`src/rtl/cache_fill_sequencer.sv`:
```
// Cache fill sequencer: turns a cache line fill into BURST_LEN word reads,
// buffers them and replays them as one gap-free burst; forwards single writes.
//
// Ports:
//   clk, reset            : system clock, synchronous active-high reset
//   cache_addr/req/rw     : cache request (rw=1 line fill, rw=0 word write)
//   cache_wdata           : cache write data
//   cache_rdata/fill      : burst data to cache, fill marks word 0
//   cache_wack            : one-cycle write-complete strobe
//   busy                  : high whenever the sequencer is not idle
//   mem_addr/req/wr/wdata : word-wide memory request port
//   mem_ack/rdata         : memory completion and read data
module cache_fill_sequencer #(
   parameter int BURST_LEN = 4,
   parameter int ADDR_W    = 32
) (
   input  logic              clk,
   input  logic              reset,
   input  logic [ADDR_W-1:0] cache_addr,
   input  logic              cache_req,
   input  logic              cache_rw,
   input  logic [15:0]       cache_wdata,
   output logic [15:0]       cache_rdata,
   output logic              cache_fill,
   output logic              cache_wack,
   output logic              busy,
   output logic [ADDR_W-1:0] mem_addr,
   output logic              mem_req,
   output logic              mem_wr,
   output logic [15:0]       mem_wdata,
   input  logic              mem_ack,
   input  logic [15:0]       mem_rdata
);

   localparam int CW = (BURST_LEN > 1) ? $clog2(BURST_LEN) : 1;
   localparam int LW = CW + 1;
   localparam logic [CW-1:0] LAST = CW'(BURST_LEN - 1);
   localparam logic [ADDR_W-1:0] BASE_MASK = ~(ADDR_W'(2 * BURST_LEN - 1));
   localparam logic [ADDR_W-1:0] WORD_MASK = ~(ADDR_W'(1));

   typedef enum logic [2:0] {
      IDLE,
      RD_MEM,
      STREAM,
      WR_MEM,
      HOLD
   } state_t;

   state_t            state_q, state_d;
   logic [CW-1:0]     cnt_q, cnt_d;
   logic [ADDR_W-1:0] mem_addr_q, mem_addr_d;
   logic              mem_req_q, mem_req_d;
   logic              mem_wr_q, mem_wr_d;
   logic [15:0]       mem_wdata_q, mem_wdata_d;
   logic [15:0]       cache_rdata_q, cache_rdata_d;
   logic              cache_fill_q, cache_fill_d;
   logic              cache_wack_q, cache_wack_d;
   logic              busy_q, busy_d;
   logic [15:0]       buf_q [BURST_LEN];
   logic [15:0]       buf_d [BURST_LEN];

   logic [LW-1:0]     off_inc;
   logic [ADDR_W-1:0] addr_next;
   logic              ack_ok;

   // Increment stays inside the line: the aligned base never carries out.
   assign off_inc   = mem_addr_q[LW-1:0] + LW'(2);
   assign addr_next = {mem_addr_q[ADDR_W-1:LW], off_inc};
   assign ack_ok    = mem_ack && mem_req_q;

   always_comb begin
      state_d       = state_q;
      cnt_d         = cnt_q;
      mem_addr_d    = mem_addr_q;
      mem_req_d     = mem_req_q;
      mem_wr_d      = mem_wr_q;
      mem_wdata_d   = mem_wdata_q;
      cache_rdata_d = cache_rdata_q;
      cache_fill_d  = 1'b0;
      cache_wack_d  = 1'b0;
      buf_d         = buf_q;

      unique case (state_q)
         IDLE: begin
            if (cache_req) begin
               mem_req_d = 1'b1;
               if (cache_rw) begin
                  mem_addr_d = cache_addr & BASE_MASK;
                  mem_wr_d   = 1'b0;
                  cnt_d      = '0;
                  state_d    = RD_MEM;
               end else begin
                  mem_addr_d  = cache_addr & WORD_MASK;
                  mem_wdata_d = cache_wdata;
                  mem_wr_d    = 1'b1;
                  state_d     = WR_MEM;
               end
            end
         end
         RD_MEM: begin
            if (ack_ok) begin
               buf_d[cnt_q] = mem_rdata;
               mem_addr_d   = addr_next;
               cnt_d        = cnt_q + CW'(1);
               if (cnt_q == LAST) begin
                  // Word 0 leaves on the same edge as the last ack,
                  // so the counter then points at the next word.
                  mem_req_d     = 1'b0;
                  cache_rdata_d = buf_q[0];
                  cache_fill_d  = 1'b1;
                  cnt_d         = CW'(1);
                  state_d       = STREAM;
               end
            end
         end
         STREAM: begin
            cache_rdata_d = buf_q[cnt_q];
            cnt_d         = cnt_q + CW'(1);
            if (cnt_q == LAST) begin
               cnt_d   = '0;
               state_d = HOLD;
            end
         end
         WR_MEM: begin
            if (ack_ok) begin
               mem_req_d    = 1'b0;
               mem_wr_d     = 1'b0;
               cache_wack_d = 1'b1;
               state_d      = HOLD;
            end
         end
         HOLD: begin
            if (!cache_req) begin
               state_d = IDLE;
            end
         end
         default: begin
            state_d = IDLE;
         end
      endcase

      busy_d = (state_d != IDLE);
   end

   always_ff @(posedge clk) begin
      if (reset) begin
         state_q       <= IDLE;
         cnt_q         <= '0;
         mem_addr_q    <= '0;
         mem_req_q     <= 1'b0;
         mem_wr_q      <= 1'b0;
         mem_wdata_q   <= '0;
         cache_rdata_q <= '0;
         cache_fill_q  <= 1'b0;
         cache_wack_q  <= 1'b0;
         busy_q        <= 1'b0;
      end else begin
         state_q       <= state_d;
         cnt_q         <= cnt_d;
         mem_addr_q    <= mem_addr_d;
         mem_req_q     <= mem_req_d;
         mem_wr_q      <= mem_wr_d;
         mem_wdata_q   <= mem_wdata_d;
         cache_rdata_q <= cache_rdata_d;
         cache_fill_q  <= cache_fill_d;
         cache_wack_q  <= cache_wack_d;
         busy_q        <= busy_d;
      end
   end

   // Line buffer contents are don't-care after reset.
   always_ff @(posedge clk) begin
      buf_q <= buf_d;
   end

   assign cache_rdata = cache_rdata_q;
   assign cache_fill  = cache_fill_q;
   assign cache_wack  = cache_wack_q;
   assign busy        = busy_q;
   assign mem_addr    = mem_addr_q;
   assign mem_req     = mem_req_q;
   assign mem_wr      = mem_wr_q;
   assign mem_wdata   = mem_wdata_q;

endmodule

```
`config.mk`:
```
export PLATFORM = sky130hd
export DESIGN_NAME = cache_fill_sequencer
export DESIGN_NICKNAME = d
export VERILOG_FILES = /design/src/rtl/cache_fill_sequencer.sv
export SDC_FILE = /design/constraint.sdc
export NUM_CORES = 1
export LEC_CHECK = 0
export CAP_MARGIN = 10
export CORE_ASPECT_RATIO = 1.75
export CORE_MARGIN = 2
export CORE_UTILIZATION = 54
export CTS_BUF_LIST = sky130_fd_sc_hd__clkbuf_8
export DETAILED_ROUTE_END_ITERATION = 8
export PLACE_DENSITY = 0.88
export REMOVE_ABC_BUFFERS = 1
export SLEW_MARGIN = 20
export SYNTH_ARGS = -nofsm -noshare
export SYNTH_HDL_FRONTEND = slang
export SYNTH_SLANG_ARGS = --single-unit
```
`constraint.sdc`:
```
create_clock -name clk -period 6.1 [get_ports clk]
set_clock_uncertainty 0.1 [all_clocks]
set_input_delay 1.22 -clock clk [delete_from_list [all_inputs] [get_ports clk]]
set_output_delay 1.22 -clock clk [all_outputs]
set_load 0.05 [all_outputs]
```
* Word-level counts from Yosys, hierarchy flattened
Index checks and enable logic that the tools add are counted.
** Storage, ports and cells
- Latch bits :: 0
- RAM bits :: 0
- Memories kept :: 0
- ROM bits :: 0
- Register bits after elaboration :: 138
- Word-level logic and storage cells :: 90
- Output and inout port bits :: 69
** Cells by class
- Reduce and logical (&&, ||, !) cells :: 19
- Equality and inequality tests :: 10
- Multiplexer cells :: 37
- Multiply operators :: 0
- Add/subtract/negate cells :: 2
- Bitwise gates (word level) :: 5
- Shift-type cells :: 0
- Divide/modulo/power cells :: 0
- $lt $le $gt $ge :: 2
** Operators by type and width (number)
- $mux W16 :: 5
- $bwmux W64 :: 1
- $pmux W32 S2 :: 1
- $bmux W16 S2 :: 1
- $demux W16 S2 :: 1
- $mux W32 :: 1
- $pmux W16 S2 :: 1
- $mux W3 :: 8
- $pmux W3 S5 :: 1
- $reduce_and A3 Y1 :: 5
- $mux W2 :: 6
- $ne A2 B2 Y1 const B :: 5
- $reduce_bool A3 Y1 :: 3
- $mux W1 :: 8
- $eq A3 B2 Y1 const B :: 2
- $pmux W2 S3 :: 1
- $reduce_bool A2 Y1 :: 3
- $reduce_and A5 Y1 :: 1
- $not A1 Y1 :: 4
- $reduce_and A4 Y1 :: 1
- $add A3 B2 Y3 const B :: 1
- $eq A3 B1 Y1 const B :: 1
- $eq A3 B3 Y1 const B :: 1
- $ge A3 B3 Y1 const B :: 1
- other kinds (11) :: 12

* Longest topological paths before layout
- Word-level depth :: 6
- Mapped depth :: 7
- Mapped depth without buffers :: 5

* Worst setup path after synthesis
No wires, ideal clock.
- Path kind :: in2reg
- Start :: input cache_req
- End :: register mem_wdata_q[10] (netlist: mem_wdata[10])
- Data arrival time :: 2.508 ns
- Library setup time :: 0.070 ns
- Path slack :: 3.422 ns
- Required time :: 5.930 ns
- Stages on the path :: 6
- Path buffers :: 2
- Cells stage by stage :: or4b_2 > clkbuf_1 > nor2_2 > buf_2 > nand2_1 > a21oi_1
** On the way
- Longest elaborated chain between the ends :: 1
** RTL lines
- from (decl) :: line 20 : input logic cache_req,
- $reduce_and A3 Y1 (no line)
- to (signal assigned) :: line 163 : mem_wdata_q <= mem_wdata_d;
- to (decl) :: line 54 : logic [15:0] mem_wdata_q, mem_wdata_d;
Every way passes these cells.
A chain may end at the register's enable or synchronous reset.

* Final worst setup path
- Start :: input cache_req
- End :: register busy_q (netlist: busy)
** On the way
- Longest elaborated chain between the ends :: 3
- Elaborated cells on any way between the ends :: 4
- Classes of those cells :: mux (3); reduce/logical (1)
** RTL lines
- $mux W3, on equally long branches :: line 133, 85
- $pmux W3 S5 (*) :: line 83 : unique case (state_q)
- $reduce_bool A3 Y1 (*) :: line 142 : busy_d = (state_d != IDLE);
- to (signal assigned) :: line 167 : busy_q <= busy_d;
- to (decl) :: line 58 : logic busy_q, busy_d;
Mark *: on every way between the ends. The rest lies on a longest branch, timed or not.

==> out/summary.md <==
* **outcome** finished clean
* **ratio of routed vias to standard cells** 5.48
* **layout net count** 666
* **asr flop ratio synth** 0%
* **vertical die dimension** 134 um
* **time the final worst path needs with I/O delays and setup** 3.43 ns
* **pre-CTS WS** 2.22 ns
* **hold buffer count at CTS** 0
* **port buffer count** 135
* **RSZ-0062 raised after global routing** no
* **final weighted congestion of routability-driven global placement** 0.760
* **TritonCTS sink count** 137
* **total wire length** 12.0 mm
* **fraction of final layout cells with drive strength greater than 1** 7.93%
* **standard-cell rows** 47
* **maximum fanout encountered on the critical timing path** 32
* **clk slew on worst S/H paths** 0.07 ns
* **setup bufs post-CTS** 0
* **synth unique cells** 45
* **Max IR drop VDD** 0.000161 V
* **number of cells upsized or downsized after cts** 0
* **drt pass-1 iters** 4
* **Post-Place Cells** 695
* **Total GRT Usage** 23.2%
* **data required time at the worst endpoint** 6.38 ns
* **Via Count** 3985
* **HPWL Detailed** 7.77 mm
* **first-pass GRT wire length** 18.6 mm
* **total DRC errors in the routed layout** 0
* **die boundary width** 78.0 um
* **I/O pin total** 138
* **number of global-route vias before repair** 3938
* **number of register bits inferred by synthesis** 137
* **per-instance average area after synthesis** 11.1 um2
* **final setup slack of the worst path** 2.67 ns
* **most common flop cell mapped by yosys** dfxtp_1
* **Post-Route Setup TNS** 0 ns
* **clk_lat worst skew** 0.43 ns
* **Root Buffer Master** clkbuf_8
* **DRT antenna net count** 0
* **Setup Viol. Count Final** 0
* **slew margin rel.** 34.8%
* **total grt overflow** 0
* **number of antenna violations at the first check in global routing** 0
* **Least-Margin Pin Slew** 0.976 ns
* **f_max** 292 MHz
* **arrival time of data at the critical path endpoint** 3.71 ns
* **static leakage** 2.37 nW
* **final cycle utilization of the critical path** 56.2%
* **number of flops mapped to enable cells by yosys** 64
* **startpoint type of the worst setup path** input port
* **number of hold violations in the final report** 0
* **number of buffers on the longest clock path** 2
* **Gate Count Post-Synth** 468
* **final standard cell count with taps included and fillers excluded** 727
* **share of the yosys chip area belonging to registers** 65.3%
* **drt initial violations** 254
* **Setup crit end kind** flop
* **largest net degree at the start of global routing** 57
* **Initial Utilization** 55.1%
* **Die Outline Area** 10400 um2
* **Std-Cell Core Area** 9410 um2
* **CTS tree** yes
* **combined area of all synthesized cells** 5180 um2
* **power per cell area** 287 nW/um2
* **layout overhead on the synthesized area** 32.8%
* **# H-tree levels** 4
* **Yosys warning total** 0
* **Diodes inserted** 0
* **filler cell count** 623
* **Final Slew Violations** 0
* **mean routed wirelength per cell** 16.5 um
* **clock buffer count from CTS** 17
* **class of the tightest hold or removal check** flop to flop
* **category of the critical setup timing path** input port to flop
* **max-capacitance violation count** 0
worst max-delay path: stages:
cell	delay [ns]
clkdlybuf4s50_1	0.58
or4b_2	0.95
nor2_2	0.62
o31a_1	0.22
or3_1	0.11
through the flow:
stage / util [%] / area, um2 / hold WS (ns) / total power [mW]
2_1_floorplan: - / 5010 / 0.399 / 1.23
3_3_place_gp: 69.6 / 6550 / 0.342 / 1.37
3_5_place_dp: 69.6 / 6550 / 0.347 / 1.37
4_1_cts: 73.1 / 6880 / 0.357 / 1.99
5_1_grt: 73.1 / 6880 / 0.376 / 2.05
6_report: 73.1 / 6880 / 0.354 / 1.97
cells in the mapped netlist, types with 2 or more instances:
cell type / count / area share [%]
a21oi_1: 48 / 4.6
nor2_1: 38 / 2.8
o22ai_1: 16 / 1.9
nor2b_1: 3 / 0.36
o21ai_0: 4 / 0.39
nand2b_1: 2 / 0.24
a311oi_2: 13 / 3.8
nand2_1: 109 / 7.9
mux2i_1: 2 / 0.39
inv_1: 4 / 0.29
ha_1: 5 / 1.2
buf_6: 4 / 0.87
nor3_1: 2 / 0.19
a21boi_0: 2 / 0.29
a311oi_1: 4 / 0.68
edfxtp_1: 64 / 37
buf_2: 5 / 0.48
clkbuf_1: 24 / 1.7
dfxtp_1: 73 / 28
a22oi_1: 2 / 0.29
and2_1: 3 / 0.36
nor3b_1: 2 / 0.29
a211oi_1: 2 / 0.29
or3_1: 16 / 1.9
path summary, 6_finish.rpt:
check	from	slack, ns	to	cells past startpoint
hold / removal	mem_wdata[4]	0.35	mem_wdata[4]	2
setup reg to reg	cnt_q[0]	3.05	cache_rdata[5]	6
setup / recovery	cache_req	2.67	busy	5
hold reg to reg	mem_wdata[4]	0.35	mem_wdata[4]	2
kinds of logic (layout without fill, tap and decap cells):
| logic type | after synthesis | in the layout | synth area share (%) |
|---|---|---|---|
| adders and majority gates | 5 | 5 | 1.21 |
| buffers and inverters | 38 | 175 | 3.53 |
| muxes | 2 | 2 | 0.386 |
| DFF | 137 | 137 | 65.3 |
| other | 1 | 1 | 0.0724 |
| xor gates and xnor gates | 1 | 1 | 0.169 |
| AOI/OAI and AO/OA | 100 | 100 | 13.8 |
| and+or+nand+nor | 184 | 184 | 15.6 |
power by group:
part / leakage (nW) / total (mW) / switching, mW / internal (mW)
Clock: 0.182 / 0.617 / 0.311 / 0.306
Combinational: 1.01 / 0.333 / 0.204 / 0.128
Sequential: 1.17 / 1.02 / 0.0287 / 0.996
Total: 2.37 / 1.97 / 0.544 / 1.43
layout make-up:
cell class | count | area [um2] | area share [%]
sequential | 137 | 3380 | 49.2
multi-input combinational | 293 | 1620 | 23.6
timing repair buffer | 139 | 1380 | 20.0
clock buffer | 17 | 234 | 3.40
tap | 122 | 153 | 2.22
clock inverter | 15 | 96.3 | 1.40
inverter | 4 | 15.0 | 0.218
cells in the final DEF, fill, tap and decap left out, drive strengths merged, types with 2 or more instances in the layout:
cell,instances
clkdlybuf4s50,134
nand2,109
dfxtp,73
edfxtp,64
a21oi,48
nor2,39
clkbuf,17
a311oi,17
o22ai,16
or3,16
inv,8
clkinv,8
ha,5
o21ai,5
buf,5
and2,3
nor2b,3
a211oi,2
nor3b,2
nand2b,2
a22oi,2
mux2i,2
nor3,2
a21boi,2
clkinvlp,2
or3b,2
nor4b,2
registers in the layout (all words and copies together), names as in the netlist:
signal,count
cache_rdata,16
cache_wack,1
mem_wr,1
busy,1
buf_q,64
mem_addr,31
state_q,3
cache_fill,1
mem_wdata,16
mem_req,1
cnt_q,2
routing by layer:
metal	global-route usage [%]	routed length, um
met1	24.6	4470
met2	40.3	6500
met3	8.60	724
met4	11.1	289
met5	0	0
Note: power is estimated with default switching activity, not from simulation.
